### src/rtl/map_state_grid.sv
// Minesweeper board state: cursor, revealed/flagged bitmaps, counters, game FSM; cursor wraps at edges when MAP_STATE_CURSOR_WRAP_EN is defined.
// All outputs registered, updated on the edge that samples the pulse; no backpressure, every pulse is consumed in its cycle.
module map_state_grid #(
    parameter int ROWS = 8,
    parameter int COLS = 8,
    parameter int XW   = $clog2(COLS),
    parameter int YW   = $clog2(ROWS),
    parameter int CW   = $clog2(ROWS*COLS+1)
) (
    input  logic                 clk,
    input  logic                 rst_n,
    input  logic                 load_new_map,
    input  logic [ROWS*COLS-1:0] mine_flat,
    input  logic                 btn_up,
    input  logic                 btn_down,
    input  logic                 btn_left,
    input  logic                 btn_right,
    input  logic                 btn_sel,
    input  logic                 btn_flag,
    output logic [ROWS*COLS-1:0] revealed_flat,
    output logic [ROWS*COLS-1:0] flagged_flat,
    output logic [XW-1:0]        cursor_x,
    output logic [YW-1:0]        cursor_y,
    output logic [CW-1:0]        num_revealed,
    output logic [CW-1:0]        num_flagged,
    output logic [1:0]           game_state
);

    localparam int N  = ROWS * COLS;
    localparam int IW = $clog2(N);
    localparam logic [XW-1:0] X_MAX = XW'(COLS - 1);
    localparam logic [YW-1:0] Y_MAX = YW'(ROWS - 1);

`ifdef MAP_STATE_CURSOR_WRAP_EN
    localparam bit WRAP_EN = 1'b1;
`else
    localparam bit WRAP_EN = 1'b0;
`endif

    typedef enum logic [1:0] {
        ST_IDLE = 2'd0,
        ST_PLAY = 2'd1,
        ST_WON  = 2'd2,
        ST_LOST = 2'd3
    } state_t;

    state_t          r_state;
    state_t          w_state_nxt;
    logic [N-1:0]    r_mines;
    logic [N-1:0]    r_revealed;
    logic [N-1:0]    r_flagged;
    logic [XW-1:0]   r_cx;
    logic [YW-1:0]   r_cy;
    logic [CW-1:0]   r_num_rev;
    logic [CW-1:0]   r_num_flg;
    logic [CW-1:0]   r_safe;

    logic [IW-1:0]   w_idx;
    logic [XW-1:0]   w_x_nxt;
    logic [YW-1:0]   w_y_nxt;
    logic [CW-1:0]   w_mine_cnt;
    logic [CW-1:0]   w_safe_new;
    logic [CW-1:0]   w_num_rev_inc;
    logic            w_move_en;
    logic            w_do_sel;
    logic            w_do_flag;
    logic            w_cell_mine;

    // Cell under the cursor before any move in this cycle.
    assign w_idx         = IW'(int'(r_cy) * COLS + int'(r_cx));
    assign w_cell_mine   = r_mines[w_idx];
    assign w_num_rev_inc = r_num_rev + CW'(1);
    assign w_move_en     = (r_state != ST_IDLE);

    assign w_do_sel  = (r_state == ST_PLAY) && btn_sel &&
                       !r_flagged[w_idx] && !r_revealed[w_idx];
    assign w_do_flag = (r_state == ST_PLAY) && btn_flag && !btn_sel &&
                       !r_revealed[w_idx];

    always_comb begin
        w_mine_cnt = '0;
        for (int i = 0; i < N; i++) begin
            w_mine_cnt = w_mine_cnt + CW'(mine_flat[i]);
        end
        w_safe_new = CW'(N) - w_mine_cnt;
    end

    // Opposing pulses on one axis cancel; the two axes move independently.
    always_comb begin
        w_x_nxt = r_cx;
        w_y_nxt = r_cy;
        if (btn_left && !btn_right) begin
            if (r_cx == '0) w_x_nxt = WRAP_EN ? X_MAX : '0;
            else            w_x_nxt = r_cx - XW'(1);
        end else if (btn_right && !btn_left) begin
            if (r_cx == X_MAX) w_x_nxt = WRAP_EN ? '0 : X_MAX;
            else               w_x_nxt = r_cx + XW'(1);
        end
        if (btn_up && !btn_down) begin
            if (r_cy == '0) w_y_nxt = WRAP_EN ? Y_MAX : '0;
            else            w_y_nxt = r_cy - YW'(1);
        end else if (btn_down && !btn_up) begin
            if (r_cy == Y_MAX) w_y_nxt = WRAP_EN ? '0 : Y_MAX;
            else               w_y_nxt = r_cy + YW'(1);
        end
    end

    always_comb begin
        w_state_nxt = r_state;
        if (load_new_map) begin
            w_state_nxt = ST_PLAY;
        end else if (w_do_sel) begin
            if (w_cell_mine)                     w_state_nxt = ST_LOST;
            else if (w_num_rev_inc == r_safe)    w_state_nxt = ST_WON;
        end
    end

    always_ff @(posedge clk or negedge rst_n) begin
        if (!rst_n) begin
            r_state <= ST_IDLE;
        end else begin
            r_state <= w_state_nxt;
        end
    end

    always_ff @(posedge clk or negedge rst_n) begin
        if (!rst_n) begin
            r_mines    <= '0;
            r_revealed <= '0;
            r_flagged  <= '0;
            r_cx       <= '0;
            r_cy       <= '0;
            r_num_rev  <= '0;
            r_num_flg  <= '0;
            r_safe     <= '0;
        end else if (load_new_map) begin
            r_mines    <= mine_flat;
            r_revealed <= '0;
            r_flagged  <= '0;
            r_cx       <= '0;
            r_cy       <= '0;
            r_num_rev  <= '0;
            r_num_flg  <= '0;
            r_safe     <= w_safe_new;
        end else begin
            if (w_move_en) begin
                r_cx <= w_x_nxt;
                r_cy <= w_y_nxt;
            end
            if (w_do_sel) begin
                r_revealed[w_idx] <= 1'b1;
                r_num_rev         <= w_num_rev_inc;
            end
            if (w_do_flag) begin
                r_flagged[w_idx] <= ~r_flagged[w_idx];
                r_num_flg        <= r_flagged[w_idx] ? r_num_flg - CW'(1)
                                                     : r_num_flg + CW'(1);
            end
        end
    end

    assign revealed_flat = r_revealed;
    assign flagged_flat  = r_flagged;
    assign cursor_x      = r_cx;
    assign cursor_y      = r_cy;
    assign num_revealed  = r_num_rev;
    assign num_flagged   = r_num_flg;
    assign game_state    = r_state;

endmodule
### config.mk
export PLATFORM = sky130hd
export DESIGN_NAME = map_state_grid
export DESIGN_NICKNAME = d
export VERILOG_FILES = /design/src/rtl/map_state_grid.sv
export SDC_FILE = /design/constraint.sdc
export NUM_CORES = 1
export LEC_CHECK = 0
export CAP_MARGIN = 40
export CORE_UTILIZATION = 30
export CTS_BUF_LIST = sky130_fd_sc_hd__clkbuf_4
export CTS_CLUSTER_DIAMETER = 80
export CTS_CLUSTER_SIZE = 12
export DETAILED_ROUTE_END_ITERATION = 8
export GPL_ROUTABILITY_DRIVEN = 0
export PLACE_DENSITY = 0.6
export SETUP_SLACK_MARGIN = 0.1
export SYNTH_ARGS = -nofsm -noshare
export SYNTH_HDL_FRONTEND = slang
export SYNTH_SLANG_ARGS = --single-unit
### constraint.sdc
create_clock -name clk -period 9.5 [get_ports clk]
set_input_delay 2.375 -clock clk [delete_from_list [all_inputs] [get_ports clk]]
set_output_delay 2.375 -clock clk [all_outputs]
set_load 0.005 [all_outputs]
# After elaboration in Yosys (flattened, before gate mapping)
# Index checks and enable logic that the tools add are counted.
[word_totals]
reg_bits = 221
inputBits = 73
output_inout_bits = 150
wordCells = 153
[classes]
n_addsub = 72
n_lt_le_gt_ge = 2
eq_ne = 4
mux = 34
bitwise = 2
n_reduce_logical = 30
[ops]
columns = ["operator", "n"]
rows = [
  ["$add A7 B1 Y7", 57],
  ["$mux W64", 4],
  ["$bwmux W64", 1],
  ["$or A64 B64 Y64", 1],
  ["$mux W3", 12],
  ["$mux W7", 5],
  ["$bmux W1 S6", 3],
  ["$add A7 B1 Y7 const B", 2],
  ["$logic_and A1 B1 Y1", 11],
  ["$reduce_bool A3 Y1", 3],
  ["$mux W2", 4],
  ["$reduce_bool A2 Y1", 4],
  ["$add A6 B1 Y7", 1],
  ["$eq A7 B7 Y1", 1],
  ["$logic_not A1 Y1", 7],
  ["$lt A6 B7 Y1 const B", 1],
  ["$sub A7 B1 Y7 const B", 1],
  ["$sub A7 B7 Y7 const A", 1],
  ["$add A3 B1 Y3 const B", 2],
  ["$add A5 B1 Y6", 1],
  ["$add A6 B3 Y6", 1],
  ["$demux W1 S6", 1],
  ["$eq A3 B3 Y1 const B", 2],
  ["$ge A6 B1 Y1 const B", 1],
  ["10 further kinds", 17],
]

# Depth between registers and ports, before layout
# Gate-level depths: netlist (run 1).
[logic_depth]
depth_word = 64
depth_mapped = 26
mapped_depth_nobuf = 26

# Least setup slack after synthesis (run 1)
# No wires, ideal clock.
[synth_timing]
path_type = "input -> register"
start = "input mine_flat[1]"
end = "register r_safe[6]"
arrival_ps = 8122
t_required_ps = 9375
setup_slack_ps = 1254
cell_stages = 24
n_path_buf = 0
cell_sequence = "fa_1 > inv_1 > ha_1 > fa_1 > inv_1 > fa_1 > fa_1 > fa_1 > inv_1 > fa_1 > inv_1 > fa_1 > inv_1 > ha_1 > inv_1 > ha_1 > inv_1 > ha_1 > a21o_1 > a21o_1 > a21o_1 > a21oi_1 > xnor2_1 > mux2_2"
[synth_via]
elab_chain_cells = 64
[synth_lines]
columns = ["element", "line_no", "source"]
rows = [
  ["from (decl)", "13", "input logic [ROWS*COLS-1:0] mine_flat,"],
  ["$add A1 B1 Y2", "83", "w_mine_cnt = w_mine_cnt + CW'(mine_flat[i]);"],
  ["$add A2 B1 Y3", "83", ""],
  ["$add A3 B1 Y4", "83", ""],
  ["$add A4 B1 Y5", "83", ""],
  ["$add A5 B1 Y6", "83", ""],
  ["$add A6 B1 Y7", "83", ""],
  ["$add A7 B1 Y7 (57 in a row)", "83", ""],
  ["$sub A7 B7 Y7", "85", "w_safe_new = CW'(N) - w_mine_cnt;"],
  ["to (signal assigned)", "144", "r_safe <= w_safe_new;"],
  ["to (decl)", "56", "logic [CW-1:0] r_safe;"],
]
# Every way passes these cells.
# A chain may end at the register's enable or synchronous reset.

# Final worst setup path (run 1)
[layout_timing]
start = "input mine_flat[4]"
end = "register r_safe[6]"
[layout_via]
elab_chain_cells = 61
[layout_lines]
columns = ["element", "line_no"]
rows = [
  ["$add A4 B1 Y5", "83"],
  ["$add A5 B1 Y6", "83"],
  ["$add A6 B1 Y7", "83"],
  ["$add A7 B1 Y7 (57 in a row)", "83"],
  ["$sub A7 B7 Y7", "85"],
]
# Every way passes these cells.

==> key figures, run 1 <==
Synthesis
  • Post-Syn Area: 14200 um2
  • Number of synthesized flops with an enable pin: 0
  • Post-Synth XOR/XNOR Area: approximately 1.2%
  • Cell variety after synth: 70
  • Synthesized flop and latch total: 221
  • Register area share after synthesis: around two fifths
  • FFs w/ async S/R, synth: 100%
  • Syn nets: around 1600
  • Synth Area in Adders: 14.2%
  • Mapped Avg Cell Area: around 10 um2
  • Synthesized instance count: 1417
  • Area leader, netlist: dfrtp_1
  • Area contributors post-synth: dfrtp_1 39%, fa_1 7.6%, ha_1 6.6%
  • Synth top area share: between 30 and 40%
  • Mux share of post-synthesis cell area: 13.4%
  • Synth Area in Compound Gates: 10.6%
  • Simple-gate share of the synthesized area: 14.7%
  • Largest family of logic cells by synthesized area: simple AND/OR/NAND/NOR gates
  • Syn. warnings: 0
  • Synth Flop Type: dfrtp_1

Clocking
  • Cts hold-fix bufs: 0
  • CTS buffer count: 24
  • CTS Root Cell: clkbuf_4
  • Bufs on Longest Clock Path: 3
  • H-tree Lvls: 1
  • CTS tree: done
  • Post_cts resized: 0
  • Worst-skew pair later-pin latency: ~0.8 ns
  • Sinks on Clock Net: 221
  • Setup bufs post-CTS: 0
  • CTS clock-pin slew for the worst setup and hold paths: ~0.15 ns

STA
  • Setup TNS: 0 ns
  • Fmax: approximately 120 MHz
  • Final setup vio count: 0
  • RSZ-0062 raised after global routing: false
  • Hold Vio Cnt, Final: 0
  • Worst slew pin tran: approximately 1.1 ns
  • Minimum clock period: a little over 8 ns
  • Max-slew headroom: between 20% and 30%
  • Crit share post-route: 85.4%
  • Fin Clk Skew: 0.0900 ns
  • Max-slew violations: 0

Floorplanning
  • Core area: 46700 um2
  • Die Area: 48400 um2
  • Starting Density: 30.5%
  • Die Y: 220 um
  • IO Pins: 223
  • Rows: a little under 80
  • Die width: 220 um

Outcome
  • Failing checks: DRC
  • Outcome: finished with violations

Global route
  • Remaining global-route overflow: 0
  • Overall global routing resource usage: roughly a fifth
  • First-pass GRT wire length: 73000 um
  • Antenna violations before repair: 2
  • Vias in the first global route: approximately 12000
  • Largest net degree at the start of global routing: about 140

Worst setup path
  • Crit. Startpoint: mine_flat[4]
  • Crit Path Max Fanout: 2
  • Crit path kind: input pin to flop
  • Worst setup SP type: input pin
  • CP Capture Type: flop
  • Worst r2r src: cursor_x[1]
  • Data required, critical path: 10.16 ns
  • Arrival @ worst endpoint: 8.78 ns

Pwr
  • Maximum vdd ir drop: roughly 0.85 mV
  • Cell Pwr Density: 410 nW/um2
  • Leakage: 7.69 nW

Cells and area
  • Share of layout cells above drive strength 1: about 9.9%
  • Post-Layout Cell Count: 2201
  • Fin nets: between 1500 and 2000
  • Synth-to-layout area growth: 21.1%

Drt
  • Routed wire length per instance: 21.8 um
  • Starting DRC count in detailed routing: 1206
  • Post-DR vias/cell: ~5.2
  • DRC: 28
  • Final WL: between 40000 and 50000 um
  • First-pass iteration count of the detailed router: 9
  • Vias after detailed routing: 11400
  • Antenna viol nets, final: 0

Flow run
  • Max-cap violations: 0

Placement
  • DP HPWL: 34100 um
  • Placed insts: 2169
  • PortBufs: approximately 220

Hold path
  • Worst Hold Class: flop to flop
  • Hold Startpoint: r_mines[38]
## cells in the final DEF, fill, tap and decap left out, types with 54 or more instances in the layout
cell	Yosys	layout
clkdlybuf4s50_1	0	220
dfrtp_1	221	219
nor2_1	149	149
inv_1	144	144
nand3_1	87	87
mux2i_1	85	85
nand2b_1	78	78
mux2_2	77	77
ha_1	75	75
a31oi_1	69	69
fa_1	54	54
## final timing paths
check,to,slack [ns],depth (start not counted)
hold reg to reg,r_mines[38],0.52,1
setup / recovery,r_safe[6],1.38,25
setup reg to reg,num_flagged[6],4.55,14
max in group asynchronous,cursor_x[2],6.42,2
hold / removal,r_mines[38],0.52,1
min in group asynchronous,flagged_flat[33],1.57,1
## registers in the layout (all words and copies together) (netlist names)
name           cells
flagged_flat      64
r_mines           64
revealed_flat     64
num_flagged        7
num_revealed       7
r_safe             7
cursor_x           3
cursor_y           3
game_state         2
## synthesized netlist by cell type, types with 4 or more instances
master    instances
a211oi_1          8
a21o_1            8
a21oi_1          27
a221oi_1          9
a22o_1            8
a22oi_1          21
a31oi_1          69
and3_1            4
and3b_1           6
buf_1             9
buf_2            28
buf_4             6
buf_6             4
clkbuf_1         49
dfrtp_1         221
fa_1             54
ha_1             75
inv_1           144
mux2_2           77
mux2i_1          85
mux4_2            7
nand2_1          19
nand2b_1         78
nand3_1          87
nor2_1          149
nor2b_1          13
nor3_1           18
nor3b_1          11
o21ai_0          22
o21bai_1          4
o221ai_1          4
o22ai_1          10
or3_1             4
xnor2_1          14
xor2_1            5
## final cells by class
type / instances / area [um2]
Fill cell: 4680 / 29400
Tap cell: 607 / 759
Clock buffer: 26 / 195
Clock inverter: 5 / 68.8
Inverter: 148 / 556
Timing Repair Buffer: 242 / 2420
Sequential cell: 221 / 5530
Antenna cell: 1 / 2.50
Multi-Input combinational cell: 951 / 7720
## where the power goes
| group | internal, mW | switching (mW) | total [mW] |
|---|---|---|---|
| clock network | 0.162 | 0.360 | 0.522 |
| registers | 1.07 | 0.0952 | 1.16 |
| logic | 2.51 | 2.89 | 5.40 |
| total | 3.73 | 3.35 | 7.08 |
## worst max-delay path, cell delays in order
cell and delay, ns:
clkdlybuf4s50_1 0.47, inv_1 0.06, fa_1 0.50, ha_1 0.22
fa_1 0.50, inv_1 0.06, fa_1 0.50, fa_1 0.53
fa_1 0.54, inv_1 0.05, fa_1 0.53, inv_1 0.05
fa_1 0.53, inv_1 0.04, ha_1 0.18, inv_1 0.06
ha_1 0.22, inv_1 0.10, ha_1 0.23, a21o_1 0.16
a21o_1 0.19, a21o_1 0.18, a21oi_1 0.16, xnor2_1 0.08
mux2_2 0.26
## logic make-up (layout without fill, tap and decap cells)
family,count (synthesis),in the layout
buffers and inverters,245,421
DFF,221,221
xor gates and xnor gates,19,19
other,0,1
AOI/OAI and AO/OA,221,221
adders and majority gates,129,129
muxes,171,171
and+or+nand+nor,411,411
## layer usage
layer,track usage (%),up-vias,wire [um]
met2,31.2,356,21500
met4,4.69,2,1040
met1,27.4,5770,21700
met5,0,-,8
met3,5.15,53,3720
li1,-,5231,-
## metrics by stage
step	total power [mW]	util [%]	hold slack (ns)	setup WS (ns)	instance area [um2]
6_report	7.08	37.0	0.525	1.38	17300
5_1_grt	7.91	37.0	0.544	1.19	17300
4_1_cts	7.17	37.0	0.529	1.42	17300
3_5_place_dp	6.57	36.4	0.497	0.560	17000
3_3_place_gp	6.35	36.3	0.489	0.602	16900
2_1_floorplan	5.35	-	0.481	1.25	14200
Power figures use the tool's default switching activity.
==> inputs of run 2 (changes only) <==
==> constraint.sdc (replaced) <==
create_clock -name clk -period 8.2 [get_ports clk]
set_input_delay 2.05 -clock clk [delete_from_list [all_inputs] [get_ports clk]]
set_output_delay 2.05 -clock clk [all_outputs]
set_load 0.005 [all_outputs]
==> run 2 against run 1 <==
  * The run still ends with DRC left
  * First-iteration DRC count shrank 23%
  * Register-to-register slack lost 1.2 ns
  * Largest cell class unchanged
  * Sequential share of layout area decreased by 0.065 points
  * Critical endpoint unchanged
  * Critical path type unchanged
  * Clock power is 11% higher
  * Critical path depth stayed put
  * Cell area is 0.20% higher
  * Non-clock buffer count is 9 higher
  * Flip-flop and latch count is the same
  * Clock skew fell by 0.022 ns
==> key figures, run 2 (synthesized netlist as in run 1, its figures left out) <==
Outcome
  • Outcome: finished with violations
  • Failing checks: DRC

Clocking
  • Bufs on Longest Clock Path: 3 (unchanged)
  • CTS Root Cell: clkbuf_4
  • Cts hold-fix bufs: 0 (unchanged)
  • Setup bufs post-CTS: 0 (unchanged)
  • CTS clock-pin slew for the worst setup and hold paths: 0.14 ns (about the same)
  • Worst-skew pair later-pin latency: 0.76 ns (-0.04 ns)
  • H-tree Lvls: 1 (unchanged)
  • CTS tree: done
  • Post_cts resized: 0 (unchanged)
  • Sinks on Clock Net: 221 (unchanged)
  • CTS buffer count: 23 (-4.2%)

Pwr
  • Clock share of power: 6.5% (-0.9 points)
  • Psw: 3.88 mW (+16%)
  • Pwr Total: 8.91 mW (+26%)
  • Leakage: 7.73 nW (+0.43%)
  • Switching Share: 43.5% (-3.8 points)
  • Flop pwr share: 15.2% (-1.2 points)
  • Combinational share of power: 78.2% (+2.0 points)
  • Int Power: 5.03 mW (+35%)
  • Cell Pwr Density: 515 nW/um2 (+26%)
  • Maximum vdd ir drop: 1.19 mV (+40%)

Hold path
  • Hold path depth: 1 (unchanged)
  • Worst Hold Class: flop to flop

STA
  • Fmax: 128 MHz
  • Max-slew headroom: 40.1% (+13 points)
  • Final setup vio count: 0 (unchanged)
  • Max-slew violations: 0 (unchanged)
  • Crit share post-route: between 90% and 100%
  • Setup ws final: 0.396 ns (-0.988 ns)
  • Hold Vio Cnt, Final: 0 (unchanged)
  • Worst slew pin tran: 0.899 ns (-0.190 ns)
  • Minimum clock period: between 7 and 8 ns
  • RSZ-0062 raised after global routing: false
  • Fin Clk Skew: 0.0677 ns (-0.0223 ns)

Flow run
  • Max-cap violations: 0 (unchanged)

Floorplanning
  • Starting Density: 30.5% (unchanged)
  • Die Area: 48400 um2 (unchanged)
  • Die width: 220 um (unchanged)
  • Rows: 79 (unchanged)
  • Core area: 46700 um2 (unchanged)
  • Die Y: 220 um (unchanged)
  • IO Pins: 223 (unchanged)

Global route
  • Largest net degree at the start of global routing: 144 (unchanged)
  • Antenna violations before repair: 2 (unchanged)
  • First-pass GRT wire length: 72300 um (-1.0%)
  • GR Util met3: 5.81% (+0.66 points)
  • Overall global routing resource usage: 19.7% (-0.18 points)
  • Vias in the first global route: 11700 (+0.15%)
  • Global Route met2 Usage: 30.3% (-0.84 points)
  • Met1 GRT Util: 26.6% (-0.82 points)
  • Remaining global-route overflow: 0 (unchanged)
  • Most Crowded Layer GR: met2

Placement
  • Pre-CTS setup slack: -0.396 ns (-0.956 ns)
  • DP Area: 17100 um2 (+0.35%)
  • DP HPWL: 34000 um (-0.25%)
  • Placed insts: 2178 (+0.41%)
  • PortBufs: 222 (unchanged)

Worst setup path
  • Data required, critical path: 8.83 ns (-1.33 ns)
  • Worst setup SP type: input pin
  • Arrival @ worst endpoint: 8.43 ns (-0.35 ns)
  • R2R depth: 14 (unchanged)
  • Crit Path Max Fanout: 2 (unchanged)
  • CP Capture Type: flop
  • Crit path kind: input pin to flop

Drt
  • Vias after detailed routing: 11500 (+1.1%)
  • DRC: 28 (unchanged)
  • Final WL: 47600 um (-0.93%)
  • Starting DRC count in detailed routing: 932 (-23%)
  • First-pass iteration count of the detailed router: 7 (-2)
  • Post-DR vias/cell: 5.23 (+0.77%)
  • Routed wire length per instance: 21.6 um (-1.2%)
  • Antenna viol nets, final: 0 (unchanged)

Cells and area
  • Commonest cells after routing, fill and taps aside: 220 x clkdlybuf4s50_1, 219 x dfrtp_1, 149 x nor2_1, 144 x inv_1, 87 x nand3_1
  • Finished Core Util: 37.1% (+0.075 points)
  • Leading cell type in the layout, fill and taps excluded: clkdlybuf4s50_1
  • Fin nets: 1798 (+0.45%)
  • Post-Layout Cell Count: 2208 (+0.32%)
  • Share of layout cells above drive strength 1: 10.3% (+0.39 points)
  • FILL cells: 4710 (+0.64%)
  • Synth-to-layout area growth: 21.4%
  • Design area: 17300 um2 (+0.20%)
run 2: changes by cell type in the layout (fill, tap and decap cells not counted), sizes merged:
cell      delta
buf          +9
clkbuf       -1
clkinvlp     -1
run 2: layout make-up:
cell class / count / area, um2 / share of cell area [%]
Multi-Input combinational cell: 951 / 7720 / 44.6
Inverter: 148 / 556 / 3.21
Sequential cell: 221 / 5530 / 32.0
Timing Repair Buffer: 251 / 2480 / 14.4
Tap cell: 607 / 759 / 4.39
Clock buffer: 25 / 188 / 1.09
Clock inverter: 4 / 51.3 / 0.297
Antenna cell: 1 / 2.50 / 0.0145
run 2: metal layers:
| metal | routed length [um] | share of wire, % | vias to the layer above |
|---|---|---|---|
| met5 | 9 | 0.019 | - |
| met1 | 20700 | 44 | 5783 |
| met2 | 21200 | 45 | 430 |
| met4 | 1480 | 3.1 | 2 |
| met3 | 4170 | 8.8 | 65 |
| li1 | - | - | 5257 |
run 2: power groups by stage:
stage / combinational, mW / clock, mW / sequential (mW)
2_1_floorplan: 4.88 / 0 / 1.31
3_3_place_gp: 6.86 / 0 / 1.37
3_5_place_dp: 7.04 / 0 / 1.38
4_1_cts: 7.11 / 0.608 / 1.36
5_1_grt: 8.04 / 0.638 / 1.37
6_report: 6.97 / 0.582 / 1.36
run 2: critical path: stages:
cell and delay, ns:
clkdlybuf4s50_1 0.49, inv_1 0.07, fa_1 0.49, ha_1 0.21, fa_1 0.52, inv_1 0.07, fa_1 0.52, fa_1 0.52
fa_1 0.54, inv_1 0.05, fa_1 0.52, inv_1 0.05, fa_1 0.52, inv_1 0.04, ha_1 0.18, inv_1 0.05
ha_1 0.21, inv_1 0.08, ha_1 0.23, a21o_1 0.16, a21o_1 0.18, a21o_1 0.17, a21oi_1 0.16, xnor2_1 0.08
mux2_2 0.25
run 2: per-stage QoR:
| step | TNS, ns | hold slack [ns] |
|---|---|---|
| 2_1_floorplan | 0 | 0.481 |
| 3_3_place_gp | -0.809 | 0.491 |
| 3_5_place_dp | -1.01 | 0.498 |
| 4_1_cts | 0 | 0.527 |
| 5_1_grt | 0 | 0.546 |
| 6_report | 0 | 0.525 |
run 2: worst paths after layout:
kind	slack, ns	to	start
setup / recovery	0.40	r_safe[6]	mine_flat[4]
hold / removal	0.53	r_mines[25]	r_mines[25]
setup reg to reg	3.38	num_flagged[6]	cursor_x[2]
hold reg to reg	0.53	r_mines[25]	r_mines[25]
max in group asynchronous	5.61	num_flagged[4]	rst_n
min in group asynchronous	1.28	flagged_flat[36]	rst_n
